[config.mk]
export PLATFORM = sky130hd
export DESIGN_NAME = cache_miss_handler_flat
export DESIGN_NICKNAME = d
export VERILOG_FILES = /design/src/rtl/cache_miss_handler_if.sv /design/src/rtl/cache_miss_handler.sv /design/src/flat_wrapper.sv
export SDC_FILE = /design/constraint.sdc
export NUM_CORES = 1
export LEC_CHECK = 0
export CAP_MARGIN = 20
export CORE_MARGIN = 10
export CORE_UTILIZATION = 40
export CTS_CLUSTER_SIZE = 8
export DETAILED_ROUTE_END_ITERATION = 10
export HOLD_SLACK_MARGIN = 0.1
export PLACE_DENSITY_LB_ADDON = 0.15
export SLEW_MARGIN = 15
export SYNTH_ARGS = -nofsm -noshare
export SYNTH_HDL_FRONTEND = slang
export SYNTH_SLANG_ARGS = --single-unit
[constraint.sdc]
create_clock -name clk -period 2.5 [get_ports clk]
set_input_delay 0.5 -clock clk [delete_from_list [all_inputs] [get_ports clk]]
set_output_delay 0.5 -clock clk [all_outputs]
set_load 0.02 [all_outputs]
[src/rtl/cache_miss_handler_if.sv]
// Bundle of the CPU request/response, cache-array lookup/fill and
// next-level memory ports driven or observed by cache_miss_handler.
interface cache_miss_handler_if #(
    parameter int ADDR_W = 32,
    parameter int B      = 4
);
    localparam int DATA_W = B * 8;
    localparam int TAG_W  = ADDR_W - $clog2(B);

    logic              req_valid_i;
    logic              req_ready_o;
    logic              req_we_i;
    logic [ADDR_W-1:0] req_addr_i;
    logic [DATA_W-1:0] req_wdata_i;
    logic              resp_valid_o;
    logic [DATA_W-1:0] resp_rdata_o;

    logic [TAG_W-1:0]  lookup_tag_o;
    logic              lookup_hit_i;
    logic [DATA_W-1:0] lookup_data_i;
    logic              victim_valid_i;
    logic              victim_dirty_i;
    logic [TAG_W-1:0]  victim_tag_i;
    logic [DATA_W-1:0] victim_data_i;
    logic              fill_en_o;
    logic              fill_sel_hit_o;
    logic [TAG_W-1:0]  fill_tag_o;
    logic [DATA_W-1:0] fill_data_o;
    logic              fill_dirty_o;

    logic              mem_req_valid_o;
    logic              mem_req_ready_i;
    logic              mem_req_we_o;
    logic [ADDR_W-1:0] mem_req_addr_o;
    logic [DATA_W-1:0] mem_req_wdata_o;
    logic              mem_resp_valid_i;
    logic [DATA_W-1:0] mem_resp_data_i;

    modport master (
        input  req_valid_i, req_we_i, req_addr_i, req_wdata_i,
        input  lookup_hit_i, lookup_data_i,
        input  victim_valid_i, victim_dirty_i, victim_tag_i, victim_data_i,
        input  mem_req_ready_i, mem_resp_valid_i, mem_resp_data_i,
        output req_ready_o, resp_valid_o, resp_rdata_o, lookup_tag_o,
        output fill_en_o, fill_sel_hit_o, fill_tag_o, fill_data_o, fill_dirty_o,
        output mem_req_valid_o, mem_req_we_o, mem_req_addr_o, mem_req_wdata_o
    );

    modport slave (
        output req_valid_i, req_we_i, req_addr_i, req_wdata_i,
        output lookup_hit_i, lookup_data_i,
        output victim_valid_i, victim_dirty_i, victim_tag_i, victim_data_i,
        output mem_req_ready_i, mem_resp_valid_i, mem_resp_data_i,
        input  req_ready_o, resp_valid_o, resp_rdata_o, lookup_tag_o,
        input  fill_en_o, fill_sel_hit_o, fill_tag_o, fill_data_o, fill_dirty_o,
        input  mem_req_valid_o, mem_req_we_o, mem_req_addr_o, mem_req_wdata_o
    );
endinterface

[src/rtl/cache_miss_handler.sv]
// One-request-at-a-time sequencer for a fully associative cache: lookup,
// dirty-victim writeback, refill or write-allocate, response, statistics.
module cache_miss_handler #(
    parameter int ADDR_W = 32,
    parameter int B      = 4,
    parameter int TAG_W  = ADDR_W - $clog2(B),
    parameter int CNT_W  = 32
) (
    input  logic             clk,
    input  logic             rst,
    cache_miss_handler_if.master bus,
    output logic [CNT_W-1:0] hit_cnt_o,
    output logic [CNT_W-1:0] miss_cnt_o,
    output logic [CNT_W-1:0] wb_cnt_o
);
    localparam int DATA_W = B * 8;
    localparam int OFF_W  = $clog2(B);

    typedef enum logic [2:0] {
        IDLE    = 3'd0,
        LOOKUP  = 3'd1,
        WB_REQ  = 3'd2,
        RF_REQ  = 3'd3,
        RF_WAIT = 3'd4,
        FILL    = 3'd5,
        RESP    = 3'd6
    } state_e;

    state_e            state_q, state_d;
    logic              we_q, we_d;
    logic [TAG_W-1:0]  tag_q, tag_d;
    logic [DATA_W-1:0] wdata_q, wdata_d;
    logic [DATA_W-1:0] data_q, data_d;
    logic [TAG_W-1:0]  vtag_q, vtag_d;
    logic [DATA_W-1:0] vdata_q, vdata_d;
    logic [CNT_W-1:0]  hit_cnt_q, hit_cnt_d;
    logic [CNT_W-1:0]  miss_cnt_q, miss_cnt_d;
    logic [CNT_W-1:0]  wb_cnt_q, wb_cnt_d;

    logic              resp_valid_s;
    logic              fill_en_s;
    logic              mem_valid_s;
    logic              unused_off_s;

    function automatic logic [CNT_W-1:0] sat_inc(input logic [CNT_W-1:0] v);
        return (&v) ? v : v + {{(CNT_W-1){1'b0}}, 1'b1};
    endfunction

    // Offset bits select a byte within the single-word line and carry no meaning here.
    assign unused_off_s = ^bus.req_addr_i[OFF_W-1:0];

    // State and datapath registers.
    always_ff @(posedge clk) begin
        if (rst) begin
            state_q    <= IDLE;
            we_q       <= 1'b0;
            tag_q      <= '0;
            wdata_q    <= '0;
            data_q     <= '0;
            vtag_q     <= '0;
            vdata_q    <= '0;
            hit_cnt_q  <= '0;
            miss_cnt_q <= '0;
            wb_cnt_q   <= '0;
        end else begin
            state_q    <= state_d;
            we_q       <= we_d;
            tag_q      <= tag_d;
            wdata_q    <= wdata_d;
            data_q     <= data_d;
            vtag_q     <= vtag_d;
            vdata_q    <= vdata_d;
            hit_cnt_q  <= hit_cnt_d;
            miss_cnt_q <= miss_cnt_d;
            wb_cnt_q   <= wb_cnt_d;
        end
    end

    // Next-state logic and per-state outputs.
    always_comb begin
        state_d    = state_q;
        we_d       = we_q;
        tag_d      = tag_q;
        wdata_d    = wdata_q;
        data_d     = data_q;
        vtag_d     = vtag_q;
        vdata_d    = vdata_q;
        hit_cnt_d  = hit_cnt_q;
        miss_cnt_d = miss_cnt_q;
        wb_cnt_d   = wb_cnt_q;

        bus.req_ready_o     = 1'b0;
        resp_valid_s        = 1'b0;
        bus.resp_rdata_o    = '0;
        bus.lookup_tag_o    = (state_q == IDLE) ? '0 : tag_q;
        fill_en_s           = 1'b0;
        bus.fill_sel_hit_o  = 1'b0;
        bus.fill_tag_o      = '0;
        bus.fill_data_o     = '0;
        bus.fill_dirty_o    = 1'b0;
        mem_valid_s         = 1'b0;
        bus.mem_req_we_o    = 1'b0;
        bus.mem_req_addr_o  = '0;
        bus.mem_req_wdata_o = '0;

        case (state_q)
            IDLE: begin
                bus.req_ready_o = 1'b1;
                if (bus.req_valid_i) begin
                    we_d    = bus.req_we_i;
                    tag_d   = bus.req_addr_i[ADDR_W-1:OFF_W];
                    wdata_d = bus.req_wdata_i;
                    state_d = LOOKUP;
                end else begin
                    state_d = IDLE;
                end
            end
            LOOKUP: begin
                if (bus.lookup_hit_i) begin
                    hit_cnt_d = sat_inc(hit_cnt_q);
                    state_d   = RESP;
                    if (we_q) begin
                        fill_en_s          = 1'b1;
                        bus.fill_sel_hit_o = 1'b1;
                        bus.fill_tag_o     = tag_q;
                        bus.fill_data_o    = wdata_q;
                        bus.fill_dirty_o   = 1'b1;
                    end else begin
                        data_d = bus.lookup_data_i;
                    end
                end else begin
                    miss_cnt_d = sat_inc(miss_cnt_q);
                    // The victim is only stable until the next fill, so capture it now.
                    if (bus.victim_valid_i && bus.victim_dirty_i) begin
                        vtag_d  = bus.victim_tag_i;
                        vdata_d = bus.victim_data_i;
                        state_d = WB_REQ;
                    end else if (we_q) begin
                        state_d = FILL;
                    end else begin
                        state_d = RF_REQ;
                    end
                end
            end
            WB_REQ: begin
                mem_valid_s         = 1'b1;
                bus.mem_req_we_o    = 1'b1;
                bus.mem_req_addr_o  = {vtag_q, {OFF_W{1'b0}}};
                bus.mem_req_wdata_o = vdata_q;
                if (bus.mem_req_ready_i) begin
                    wb_cnt_d = sat_inc(wb_cnt_q);
                    state_d  = we_q ? FILL : RF_REQ;
                end else begin
                    state_d = WB_REQ;
                end
            end
            RF_REQ: begin
                mem_valid_s        = 1'b1;
                bus.mem_req_addr_o = {tag_q, {OFF_W{1'b0}}};
                if (bus.mem_req_ready_i) begin
                    state_d = RF_WAIT;
                end else begin
                    state_d = RF_REQ;
                end
            end
            RF_WAIT: begin
                if (bus.mem_resp_valid_i) begin
                    data_d  = bus.mem_resp_data_i;
                    state_d = FILL;
                end else begin
                    state_d = RF_WAIT;
                end
            end
            FILL: begin
                // A store overwrites the whole line, so it allocates without a refill.
                fill_en_s        = 1'b1;
                bus.fill_tag_o   = tag_q;
                bus.fill_data_o  = we_q ? wdata_q : data_q;
                bus.fill_dirty_o = we_q;
                state_d          = RESP;
            end
            RESP: begin
                resp_valid_s     = 1'b1;
                bus.resp_rdata_o = we_q ? '0 : data_q;
                state_d          = IDLE;
            end
            default: begin
                state_d = IDLE;
            end
        endcase
    end

    // Strobes are squashed while reset is sampled so an aborted transaction has no side effects.
    assign bus.resp_valid_o    = resp_valid_s & ~rst;
    assign bus.fill_en_o       = fill_en_s & ~rst;
    assign bus.mem_req_valid_o = mem_valid_s & ~rst;

    assign hit_cnt_o  = hit_cnt_q;
    assign miss_cnt_o = miss_cnt_q;
    assign wb_cnt_o   = wb_cnt_q;
endmodule

[src/flat_wrapper.sv]
// flat-port wrapper written by rule: the top's interface ports become plain ports
module cache_miss_handler_flat 
#(
    parameter int ADDR_W = 32,
    parameter int B      = 4,
    parameter int TAG_W  = ADDR_W - $clog2(B),
    parameter int CNT_W  = 32
)
  (clk, rst, hit_cnt_o, miss_cnt_o, wb_cnt_o, bus_req_valid_i, bus_req_we_i, bus_req_addr_i, bus_req_wdata_i, bus_lookup_hit_i, bus_lookup_data_i, bus_victim_valid_i, bus_victim_dirty_i, bus_victim_tag_i, bus_victim_data_i, bus_mem_req_ready_i, bus_mem_resp_valid_i, bus_mem_resp_data_i, bus_req_ready_o, bus_resp_valid_o, bus_resp_rdata_o, bus_lookup_tag_o, bus_fill_en_o, bus_fill_sel_hit_o, bus_fill_tag_o, bus_fill_data_o, bus_fill_dirty_o, bus_mem_req_valid_o, bus_mem_req_we_o, bus_mem_req_addr_o, bus_mem_req_wdata_o);
  cache_miss_handler_if #(.ADDR_W(ADDR_W), .B(B)) bus_i ();
  input  logic clk;
  input  logic rst;
  output logic [CNT_W-1:0] hit_cnt_o;
  output logic [CNT_W-1:0] miss_cnt_o;
  output logic [CNT_W-1:0] wb_cnt_o;
  input wire logic [$bits(bus_i.req_valid_i)-1:0] bus_req_valid_i;
  input wire logic [$bits(bus_i.req_we_i)-1:0] bus_req_we_i;
  input wire logic [$bits(bus_i.req_addr_i)-1:0] bus_req_addr_i;
  input wire logic [$bits(bus_i.req_wdata_i)-1:0] bus_req_wdata_i;
  input wire logic [$bits(bus_i.lookup_hit_i)-1:0] bus_lookup_hit_i;
  input wire logic [$bits(bus_i.lookup_data_i)-1:0] bus_lookup_data_i;
  input wire logic [$bits(bus_i.victim_valid_i)-1:0] bus_victim_valid_i;
  input wire logic [$bits(bus_i.victim_dirty_i)-1:0] bus_victim_dirty_i;
  input wire logic [$bits(bus_i.victim_tag_i)-1:0] bus_victim_tag_i;
  input wire logic [$bits(bus_i.victim_data_i)-1:0] bus_victim_data_i;
  input wire logic [$bits(bus_i.mem_req_ready_i)-1:0] bus_mem_req_ready_i;
  input wire logic [$bits(bus_i.mem_resp_valid_i)-1:0] bus_mem_resp_valid_i;
  input wire logic [$bits(bus_i.mem_resp_data_i)-1:0] bus_mem_resp_data_i;
  output wire logic [$bits(bus_i.req_ready_o)-1:0] bus_req_ready_o;
  output wire logic [$bits(bus_i.resp_valid_o)-1:0] bus_resp_valid_o;
  output wire logic [$bits(bus_i.resp_rdata_o)-1:0] bus_resp_rdata_o;
  output wire logic [$bits(bus_i.lookup_tag_o)-1:0] bus_lookup_tag_o;
  output wire logic [$bits(bus_i.fill_en_o)-1:0] bus_fill_en_o;
  output wire logic [$bits(bus_i.fill_sel_hit_o)-1:0] bus_fill_sel_hit_o;
  output wire logic [$bits(bus_i.fill_tag_o)-1:0] bus_fill_tag_o;
  output wire logic [$bits(bus_i.fill_data_o)-1:0] bus_fill_data_o;
  output wire logic [$bits(bus_i.fill_dirty_o)-1:0] bus_fill_dirty_o;
  output wire logic [$bits(bus_i.mem_req_valid_o)-1:0] bus_mem_req_valid_o;
  output wire logic [$bits(bus_i.mem_req_we_o)-1:0] bus_mem_req_we_o;
  output wire logic [$bits(bus_i.mem_req_addr_o)-1:0] bus_mem_req_addr_o;
  output wire logic [$bits(bus_i.mem_req_wdata_o)-1:0] bus_mem_req_wdata_o;
  assign bus_i.req_valid_i = bus_req_valid_i;
  assign bus_i.req_we_i = bus_req_we_i;
  assign bus_i.req_addr_i = bus_req_addr_i;
  assign bus_i.req_wdata_i = bus_req_wdata_i;
  assign bus_i.lookup_hit_i = bus_lookup_hit_i;
  assign bus_i.lookup_data_i = bus_lookup_data_i;
  assign bus_i.victim_valid_i = bus_victim_valid_i;
  assign bus_i.victim_dirty_i = bus_victim_dirty_i;
  assign bus_i.victim_tag_i = bus_victim_tag_i;
  assign bus_i.victim_data_i = bus_victim_data_i;
  assign bus_i.mem_req_ready_i = bus_mem_req_ready_i;
  assign bus_i.mem_resp_valid_i = bus_mem_resp_valid_i;
  assign bus_i.mem_resp_data_i = bus_mem_resp_data_i;
  assign bus_req_ready_o = bus_i.req_ready_o;
  assign bus_resp_valid_o = bus_i.resp_valid_o;
  assign bus_resp_rdata_o = bus_i.resp_rdata_o;
  assign bus_lookup_tag_o = bus_i.lookup_tag_o;
  assign bus_fill_en_o = bus_i.fill_en_o;
  assign bus_fill_sel_hit_o = bus_i.fill_sel_hit_o;
  assign bus_fill_tag_o = bus_i.fill_tag_o;
  assign bus_fill_data_o = bus_i.fill_data_o;
  assign bus_fill_dirty_o = bus_i.fill_dirty_o;
  assign bus_mem_req_valid_o = bus_i.mem_req_valid_o;
  assign bus_mem_req_we_o = bus_i.mem_req_we_o;
  assign bus_mem_req_addr_o = bus_i.mem_req_addr_o;
  assign bus_mem_req_wdata_o = bus_i.mem_req_wdata_o;
  cache_miss_handler #(.ADDR_W(ADDR_W), .B(B), .TAG_W(TAG_W), .CNT_W(CNT_W)) u_core (.clk(clk), .rst(rst), .bus(bus_i), .hit_cnt_o(hit_cnt_o), .miss_cnt_o(miss_cnt_o), .wb_cnt_o(wb_cnt_o));
endmodule
# Word-level counts from Yosys, hierarchy flattened
# Index checks and enable logic that the tools add are counted.
# W data, S select, Z words.
# classes
bitwise_logic	8
reduce_logical	13
n_addsub	3
eq_ne	9
mux	33
# op_table
cell	n
$mux W32	9
$pmux W32 S2	3
$add A32 B1 Y32 const B	3
$reduce_and A32 Y1	3
$mux W30	3
$pmux W30 S2	1
$pmux W3 S6	1
$mux W3	5
$reduce_and A3 Y1	4
$eq A3 B3 Y1 const B	3
$mux W1	9
$eq A3 B2 Y1 const B	2
$ne A2 B2 Y1 const B	3
$not A1 Y1	5
$pmux W1 S2	2
$reduce_and A4 Y1	1
$and A1 B1 Y1	3
$eq A3 B1 Y1 const B	1
$logic_not A3 Y1	1
$reduce_and A2 Y1	1
$reduce_bool A2 Y1	1
$reduce_or A2 Y1	1
$logic_and A1 B1 Y1	1
# totals
inputBits	199
out_inout_bits	291
register_bits	256

# Longest topological paths before layout
# depth
ltp_word	4
mapped_depth	9
mapped_depth_nobuf	6

# Least setup slack after synthesis
# Ideal clock, no wire load.
# synth_path
kind	register to output
from	reg u_core.state_q[1]
to	out bus_fill_data_o[22]
path_slack_ps	-69
arrival_ps	2069
path_stages_with_launch	10
path_buffers	4
path_cell_list	dfxtp_1 > buf_6 > nand2b_1 > clkbuf_1 > nor2_1 > and2_1 > clkbuf_1 > clkbuf_1 > a22oi_1 > nor2_1
# synth_via
elab_chain_len	2
elab_cells_between_ends	3
classes_between	eq/ne (2); mux (1)
# synth_rtl
element	line_no	text
from (decl)	cache_miss_handler.sv:29	state_e state_q, state_d;
from (signal assigned)	cache_miss_handler.sv:66	state_q <= state_d;
$eq A3 B3 Y1 / $eq A3 B1 Y1 (equally long branches)	cache_miss_handler.sv:106	case (state_q)
$pmux W32 S2 *	cache_miss_handler.sv:106	
to (decl)	flat_wrapper.sv:36	output wire logic [$bits(bus_i.fill_data_o)-1:0] bus_fill_data_o;
# Mark *: on every way between the ends. The rest lies on a longest branch, timed or not.

# Worst setup path after layout
# layout_path
from	reg u_core.state_q[2]
to	reg u_core.miss_cnt_q[19], in the netlist u_core.miss_cnt_o[19]
# layout_via
elab_chain_len	2
# layout_rtl
element	line_no	text
$eq A3 B1 Y1	cache_miss_handler.sv:106	
$reduce_and A3 Y1 (no line)	--	
to (signal assigned)	cache_miss_handler.sv:74	miss_cnt_q <= miss_cnt_d;
to (decl)	cache_miss_handler.sv:37	logic [CNT_W-1:0] miss_cnt_q, miss_cnt_d;
# No other way between the ends.
# A chain may end at the register's enable or synchronous reset.

==> metrics.md <==
| Metric | Value |
|---|---|
| Status | `finished clean` |
| Drt drc | `0` |
| Peak VDD IR | `540.5 µV` |
| Root buffer cell | `clkbuf_16` |
| Final Skew | `0.01555 ns` |
| Fraction of the yosys area taken by sequential cells | `0.4171` |
| Slowest CP cell | `or4b_4` |
| Library cells used by synthesis | `53` |
| Hold depth | `2` |
| Netlist Area Pre-Place | `12290 µm²` |
| Number of flops mapped to enable cells by yosys | `0` |
| Starting density of the core | `0.4038` |
| Reg2reg end | `u_core.miss_cnt_o[19]` |
| Vias in the first global route | `13040` |
| Die Y | `195.3 µm` |
| Setup_tns | `0 ns` |
| RSZ-0062 raised after global routing | `true` |
| Synth Warn # | `0` |
| Final Max Slew Viols | `0` |
| CP max stage delay | `0.52 ns` |
| Flop-to-flop setup slack | `0.05 ns` |
| Maximum clock insertion buffer count | `3` |
| Global-route usage over all layers | `0.2551` |
| WHS | `0.2084 ns` |
| Max Used Layer | `met5` |
| Synth Area per Inst | `7.762 µm²` |
| Area after DPL | `18160 µm²` |
| H-tree lvl count | `2` |
| Crit-path cells | `buf_4 -> or4b_4 -> or3_4 -> a311o_2 -> or4_1 -> a21oi_1` |
| Tmin final | `2.449 ns` |
| Worst skew pair latency | `0.51 ns` |
| DRT iter0 DRCs | `1065` |
| Initial antenna violation count | `16` |
| Rows | `64` |
| Cell area after layout | `18880 µm²` |
| FMAX | `0.4084 GHz` |
| Final setup fails | `0` |
| Number of fillers in the final layout | `2736` |
| Area Growth Syn to Fin | `53.64%` |
| #FFs+latches synth | `256` |
| Global-route wire length before repair | `78270 µm` |
| DPL Wire Length | `38960 µm` |
| Final WS setup | `0.05117 ns` |
| GP Congestion | `0.9226` |
| Clock sinks | `256` |
| Hold path start | `rst` |
| Non-Filler Instances | `2500` |
| Post-Syn Instances | `1583` |
| Metal-1 WL | `20030 µm` |
| Hold Crit Class | `input port to flip-flop` |
| Met2 wire length | `25660 µm` |
| Critical Path Fanout Max | `6` |
| Hold endpoint | `u_core.state_q[2]` |
| Routed len/inst | `21.00 µm` |
| Critical path arrival | `2.87 ns` |
| TritonCTS clock tree | `built` |
| Setup WS pre-CTS | `-0.6276 ns` |
| Req. time, crit path | `2.92 ns` |
| Die area | `38130 µm²` |
| Reg clk slew, reported paths | `0.06 ns` |
| CTS Buf Count | `37` |
| CP Buf/Inv Count | `1` |
| Worst reg2reg path depth | `6` |
| Max Cap Viol | `0` |
| Final ANT Viol Nets | `0` |
| Slew HR | `0.4235` |
| Final hold viol count | `0` |
| IO Count | `490` |
| Critical path class | `flip-flop to flip-flop` |
| Worst Max-Slew Pin Slew | `0.8648 ns` |
| Die W | `195.3 µm` |
| Routed WL | `52510 µm` |
| Ratio of cells with drive above 1 in the final layout | `0.1486` |
| Placed cell count | `2436` |
| Leak | `6.967 nW` |
| Std-Cell Core Area | `30430 µm²` |
| FF-to-FF Start | `u_core.state_q[2]` |
| Most used DFF post-synth | `dfxtp_1` |
| Final net count | `2294` |
| Total global routing overflow | `0` |
| Final worst path period share | `0.9795` |
| Via density | `5.411` |
| Input/output buffers | `485` |
| PwrDens | `647.2 nW/µm²` |
| Largest net degree at the start of global routing | `195` |
| Post-synthesis async set-or-reset flop share | `0` |
| Drt first pass iters | `6` |
| Startpoint Class | `flip-flop` |
| CP delay by family, top | `simple AND/OR/NAND/NOR gates` |
| Routed vias | `13530` |
| Critical Path End Type | `flip-flop` |
| CTS Hold Buffers Added | `0` |
| Met3 routed WL | `5000 µm` |
metrics by stage:
step                total power [W]  utilization
floorplan                  0.006249            -
global placement           0.007686       0.5968
CTS                         0.01214       0.6246
detailed placement         0.007716       0.5968
finish                      0.01222       0.6204
global route                0.01274       0.6204
synth_stat cells, types with 9 or more instances:
master	instances	area, µm²
and2_1	100	625.6
o31ai_1	12	90.09
xor2_1	9	78.83
mux2_2	9	101.4
nand3_1	35	175.2
clkbuf_1	100	375.4
a21oi_1	181	905.9
mux2i_1	34	340.3
or3_1	40	250.2
nor2b_1	43	269.0
a22o_1	31	271.5
inv_1	12	45.04
nand2_1	299	1122
nand4_1	37	231.5
nor3_1	16	80.08
or4_1	22	165.2
dfxtp_1	256	5125
xnor2_1	17	148.9
a22oi_1	32	240.2
nor4_1	17	106.4
o21ai_0	45	225.2
nor2_1	123	461.7
a211oi_1	40	300.3
state kept, by name (all words and copies together) (netlist names):
name               count
u_core.data_q         32
u_core.hit_cnt_o      32
u_core.miss_cnt_o     32
u_core.state_q         3
u_core.tag_q          30
u_core.vdata_q        32
u_core.vtag_q         30
u_core.wb_cnt_o       32
u_core.wdata_q        32
u_core.we_q            1
per-layer routing:
layer | vias to the layer above | track usage
met1 | 6331 | 0.2870
met4 | 10 | 0.1123
met2 | 534 | 0.4303
met5 | - | 0
met3 | 106 | 0.08565
li1 | 6547 | -
layout by cell type, fill, tap and decap left out, types with 9 or more instances in the layout:
master,count
nand2_1,297
clkdlybuf4s50_1,290
dfxtp_1,253
a21oi_1,179
nor2_1,120
and2_1,98
buf_4,82
buf_2,77
o21ai_0,45
nor2b_1,42
a211oi_1,40
clkbuf_16,40
or3_1,39
nand4_1,37
dlygate4sd2_1,35
clkdlybuf4s15_1,35
mux2i_1,34
nand3_1,34
a22oi_1,32
a22o_1,31
buf_12,24
clkbuf_2,23
or4_1,20
xnor2_1,17
nor3_1,14
nor4_1,14
inv_1,12
o31ai_1,12
diode_2,11
mux2_2,9
xor2_1,9
power breakdown:
| part | switching, W | total (W) | internal [W] |
|---|---|---|---|
| clock network | 0.00173 | 0.00445 | 0.00272 |
| logic | 0.00165 | 0.00295 | 0.00130 |
| registers | 0.000377 | 0.00482 | 0.00444 |
| total | 0.00375 | 0.0122 | 0.00846 |
repair_timing:
action | 4_1_cts | 5_1_grt
buffers inserted | 4 | 7
resized for setup | 434 | 142
setup endpoints to repair | 193 | 139
pin swaps | 2 | 4
cloned | 1 | 2
worst max path at each step:
stage / from / to / slack, ns / cells past startpoint
CTS: u_core.state_q[2] / bus_mem_req_addr_o[18] / -0.01 / 6
detailed placement: bus_lookup_hit_i / bus_fill_data_o[26] / -0.63 / 8
global placement: bus_lookup_hit_i / bus_fill_data_o[9] / -0.55 / 8
global route: u_core.miss_cnt_o[25] / u_core.miss_cnt_o[7] / -0.02 / 6
finish: u_core.state_q[2] / u_core.miss_cnt_o[19] / 0.05 / 6
floorplan: bus_lookup_hit_i / u_core.miss_cnt_o[19] / 0.05 / 6
logic make-up (layout without fill, tap and decap cells):
group,Yosys count,count (layout),synth area share
adder cells (fa/ha/maj),3,3,0.003055
AND/OR/NAND/NOR,767,767,0.3061
buffers and inverters,127,635,0.04083
AO/OA/AOI/OAI,360,361,0.1781
other,1,13,0.0003052
multiplexers,43,43,0.03595
flip-flops,256,256,0.4171
XOR/XNOR,26,26,0.01853
cell type report:
type / count / area, µm² / share of cell area
multi-input cells: 1202 / 6828 / 0.3617
repair buffers: 582 / 5356 / 0.2838
flip-flops and latches: 256 / 5134 / 0.2720
clock buffers: 39 / 975.9 / 0.05170
well taps: 396 / 495.5 / 0.02625
inverters: 13 / 51.30 / 0.002718
diodes: 11 / 27.53 / 0.001458
clock inverters: 1 / 8.758 / 0.0004640
Note: power is estimated with default switching activity, not from simulation.
==> patch 1: new RTL, same settings <==
`ADDR_W` is set to 32 in 3 places; all go to 36.
--- a/src/rtl/cache_miss_handler_if.sv
+++ b/src/rtl/cache_miss_handler_if.sv
@@ -1,7 +1,7 @@
 // Bundle of the CPU request/response, cache-array lookup/fill and
 // next-level memory ports driven or observed by cache_miss_handler.
 interface cache_miss_handler_if #(
-    parameter int ADDR_W = 32,
+    parameter int ADDR_W = 36,
     parameter int B      = 4
 );
     localparam int DATA_W = B * 8;
--- a/src/rtl/cache_miss_handler.sv
+++ b/src/rtl/cache_miss_handler.sv
@@ -1,7 +1,7 @@
 // One-request-at-a-time sequencer for a fully associative cache: lookup,
 // dirty-victim writeback, refill or write-allocate, response, statistics.
 module cache_miss_handler #(
-    parameter int ADDR_W = 32,
+    parameter int ADDR_W = 36,
     parameter int B      = 4,
     parameter int TAG_W  = ADDR_W - $clog2(B),
     parameter int CNT_W  = 32
--- a/src/flat_wrapper.sv
+++ b/src/flat_wrapper.sv
@@ -1,7 +1,7 @@
 // flat-port wrapper written by rule: the top's interface ports become plain ports
 module cache_miss_handler_flat 
 #(
-    parameter int ADDR_W = 32,
+    parameter int ADDR_W = 36,
     parameter int B      = 4,
     parameter int TAG_W  = ADDR_W - $clog2(B),
     parameter int CNT_W  = 32
Ports: changed (5 resized); port bits go from 490 to 510. The function was not compared with the original's and may differ.
==> patch 1 against the unedited design <==
  * First-iteration DRC count is 21% lower
  * Fmax shrank 2.1%
  * Largest cell class unchanged
  * Global-route usage rose by 0.19 points
  * Design area is 2.6% higher
  * Critical path type is now flip-flop to primary output
  * Sequential power up 4%
  * Total power up 1.7%
  * The flow now finishes with violations (setup timing)
  * Worst setup slack got worse by 0.053 ns
  * Wire length is 4.4% higher
  * Largest power group unchanged
  * Final cell count grew 1.1%
  * Sequential cell count grew 8
  * Die area is 2.6% higher
  * Highest routed layer unchanged
  * Utilization shrank 0.31 points
  * Area after synthesis rose by 2.9%
==> patch 1: results <==
[power_and_ir_drop]
leakagePower_uw = 0.007293
vdd_drop_max_mv = 0.5291

[final_layout]
fin_nets = 2332
drive_gt1_frac = 0.1631
final-instance-count-excl-fill = 2528

[status]
status = finished, violations left
violations = setup timing

[sta]
fin_worst_skew_ns = 0.01543
setup_ws_ns = -0.002053
setup_viol = 1
setup_tns_ns = -0.002053
slew_headroom = 0.4016

[yosys]
synthTopCellsByArea = dfxtp_1 42%, nand2_1 9.0%, a21oi_1 7.8%
postSynthCellCount = 1597
synth_cell_types = 60
yosysSeqAreaShare = 0.4181

[place]
place_area_um2 = 18690
io_buffers = 505
gp_congestion = 0.9074

[routing]
vias = 13890
dr.pass1.iters = 5

[hold_path]
hp-class = flip-flop to flip-flop

[setup_path]
rrSetupSlack_ns = 0.10

[global_route]
grtUsageTotal = 0.2570

[clocking]
cts_made_buffers = 38
-- patch 1: worst max-delay path, stage by stage, from the launching register on --
cell	delay, ns
dfxtp_4	0.37
or2_4	0.24
and3_4	0.20
buf_12	0.13
buf_16	0.15
a22o_1	0.25
buf_6	0.14
-- patch 1: final timing paths --
| check | cells past startpoint | from | to |
|---|---|---|---|
| min reg2reg | 2 | u_core.vdata_q[31] | u_core.vdata_q[31] |
| min | 2 | u_core.vdata_q[31] | u_core.vdata_q[31] |
| max | 6 | u_core.state_q[2] | bus_fill_data_o[5] |
| max reg2reg | 8 | u_core.state_q[2] | u_core.wb_cnt_o[9] |
-- patch 1: logic make-up after synthesis --
kind of cell	share of synthesized area
AOI/OAI and AO/OA	0.1974
xor gates and xnor gates	0.01247
adders and majority gates	0.002970
buffers and inverters	0.04237
DFF	0.4181
muxes	0.03504
other	0.0002967
and+or+nand+nor	0.2913
-- patch 1: cell type report --
cell class | instances | share of cell area
antenna | 4 | 0.0005166
clock buffer | 39 | 0.05037
clock inverter | 1 | 0.0004520
inverter | 18 | 0.003681
multi-input combinational | 1197 | 0.3570
sequential | 264 | 0.2735
tap | 402 | 0.02596
timing repair buffer | 603 | 0.2885
-- patch 1: per-stage QoR --
step	hold WS (ns)	setup slack [ns]	power [uW]
after floorplan	0.4317	0.07536	6373
after global placement	0.4374	-0.4754	7759
after detailed placement	0.4430	-0.5069	7799
after CTS	0.4496	-0.1014	12310
after global routing	0.4665	-0.08769	12960
final	0.4455	-0.002053	12420
-- patch 1: timing repair --
item | in CTS | in global routing
buffers inserted | 2 | 5
pin swaps | 1 | 9
resized for setup | 396 | 197
cloned | 2 | 5
endpoints found under the setup margin | 194 | 164
-- patch 1: power by group --
group	switching [uW]	internal [uW]	leakage [uW]
Sequential	420	4580	0.00214
Clock	1760	2730	0.000485
Combinational	1620	1310	0.00466
-- patch 1: metal layers --
metal | vias to the layer above | global-route usage | wire [um]
li1 | 6660 | - | -
met1 | 6571 | 0.2863 | 20850
met2 | 533 | 0.4475 | 27110
met3 | 117 | 0.08725 | 4927
met4 | 8 | 0.08884 | 1868
met5 | - | 0 | 63
==> patch 2: new RTL, same settings <==
Made on the original files. `tag_q`, `wdata_q`, `data_q`, `vtag_q` and `vdata_q` no longer have a reset.
--- a/src/rtl/cache_miss_handler.sv
+++ b/src/rtl/cache_miss_handler.sv
@@ -54,26 +54,24 @@
         if (rst) begin
             state_q    <= IDLE;
             we_q       <= 1'b0;
-            tag_q      <= '0;
-            wdata_q    <= '0;
-            data_q     <= '0;
-            vtag_q     <= '0;
-            vdata_q    <= '0;
             hit_cnt_q  <= '0;
             miss_cnt_q <= '0;
             wb_cnt_q   <= '0;
         end else begin
             state_q    <= state_d;
             we_q       <= we_d;
-            tag_q      <= tag_d;
-            wdata_q    <= wdata_d;
-            data_q     <= data_d;
-            vtag_q     <= vtag_d;
-            vdata_q    <= vdata_d;
             hit_cnt_q  <= hit_cnt_d;
             miss_cnt_q <= miss_cnt_d;
             wb_cnt_q   <= wb_cnt_d;
         end
+    end
+
+    always_ff @(posedge clk) begin
+        tag_q   <= tag_d;
+        wdata_q <= wdata_d;
+        data_q  <= data_d;
+        vtag_q  <= vtag_d;
+        vdata_q <= vdata_d;
     end
 
     // Next-state logic and per-state outputs.
Check against the original RTL: same outputs for any inputs over 4 cycles, from zero or initial values and one cycle with rst high; that may be too few to reach the edited logic, so the function may still have changed.
==> patch 2 against the unedited design <==
  * Wire length shrank 3.1%
  * Sequential share of layout area grew 8.5 points
  * Total power fell by 1.4%
  * Design area fell by 0.56%
  * Highest routed layer unchanged
  * Worst setup slack got worse by 0.028 ns
  * Area after synthesis fell by 3.1%
  * Combinational power decreased by 18%
  * Critical path depth rose by 1
  * First-iteration DRC count is 29% lower
  * Sequential cell count unchanged
==> patch 2: results <==
[routing]
dr_wl_met3_mm = 4.785
vias = 11560

[status]
status = finished, final reports clean

[yosys]
synthTopCellsByArea = edfxtp_1 39%, dfxtp_1 17%, and2_1 5.3%
synthAdderAreaFrac = 0.003154
synth-edff-count = 156
syn_avg_cell_area_um2 = 10.74
synthMuxAreaShare = 0.04226
synthTopCellsByCount = 156 x edfxtp_1, 101 x and2_1, 100 x dfxtp_1

[final_layout]
drive_gt1_frac = 0.2590
fin_nets = 1875

[power_and_ir_drop]
leakagePower_uw = 0.006822

[place]
place_hpwl_mm = 37.57
dp_slack_ns = -0.3938

[global_route]
grt_pass1_wl_mm = 72.44
grt_use_met3 = 0.08836
gr-usage-met1 = 0.3026
grtUsageTotal = 0.2604
grt_pass1_vias = 11320

[setup_path]
arrival_ns = 1.98
rrSetupSlack_ns = 0.17
reg2reg_depth = 8

[sta]
fin_worst_skew_ns = 0.009841
slew_headroom = 0.4879

[hold_path]
hp-class = flip-flop to flip-flop
## patch 2: changes by cell type in the layout (fill, tap and decap cells not counted), sizes merged, moves of 46 or more
cell    delta
clkbuf    +53
nand2    -251
nor2      -46
a21oi     -97
edfxtp   +156
buf       +60
dfxtp    -156
## patch 2: worst paths after layout
path                                      startpoint                    to
worst min-delay path            u_core.hit_cnt_o[29]  u_core.hit_cnt_o[29]
worst max register to register   u_core.hit_cnt_o[1]  u_core.hit_cnt_o[25]
worst min register to register  u_core.hit_cnt_o[29]  u_core.hit_cnt_o[29]
worst max-delay path                bus_lookup_hit_i    bus_fill_sel_hit_o
## patch 2: cells by family (layout without fill, tap and decap cells)
group | count (synthesis) | in the layout
multiplexers | 45 | 45
AND/OR/NAND/NOR | 480 | 480
XOR/XNOR | 1 | 1
AO/OA/AOI/OAI | 239 | 239
flip-flops | 256 | 256
buffers and inverters | 83 | 669
other | 1 | 16
adder cells (fa/ha/maj) | 3 | 3
## patch 2: through the flow
stage	cell area, um^2	hold slack (ns)
3_3_place_gp	17840	0.4852
3_5_place_dp	17840	0.4849
2_1_floorplan	11920	0.5594
5_1_grt	18760	0.5284
6_report	18770	0.5038
4_1_cts	18860	0.5023
## patch 2: cell type report
type                    count  area share
clock inverters             1   0.0004666
multi-input cells         770      0.2681
well taps                 390     0.02599
diodes                     14    0.001866
flip-flops and latches    256      0.3569
clock buffers              60     0.05619
repair buffers            600      0.2888
inverters                   8    0.001733
## patch 2: critical path, cell delays in order
cell and delay [ns]:
clkdlybuf4s50_1 0.50, buf_4 0.16, and4bb_4 0.30, buf_4 0.16
buf_12 0.10, and2_1 0.12, buf_4 0.15
## patch 2: power breakdown
part | leakage, uW | switching, uW | internal, uW
registers | 0.00225 | 176 | 4780
clock network | 0.000510 | 1820 | 2860
logic | 0.00406 | 1280 | 1140
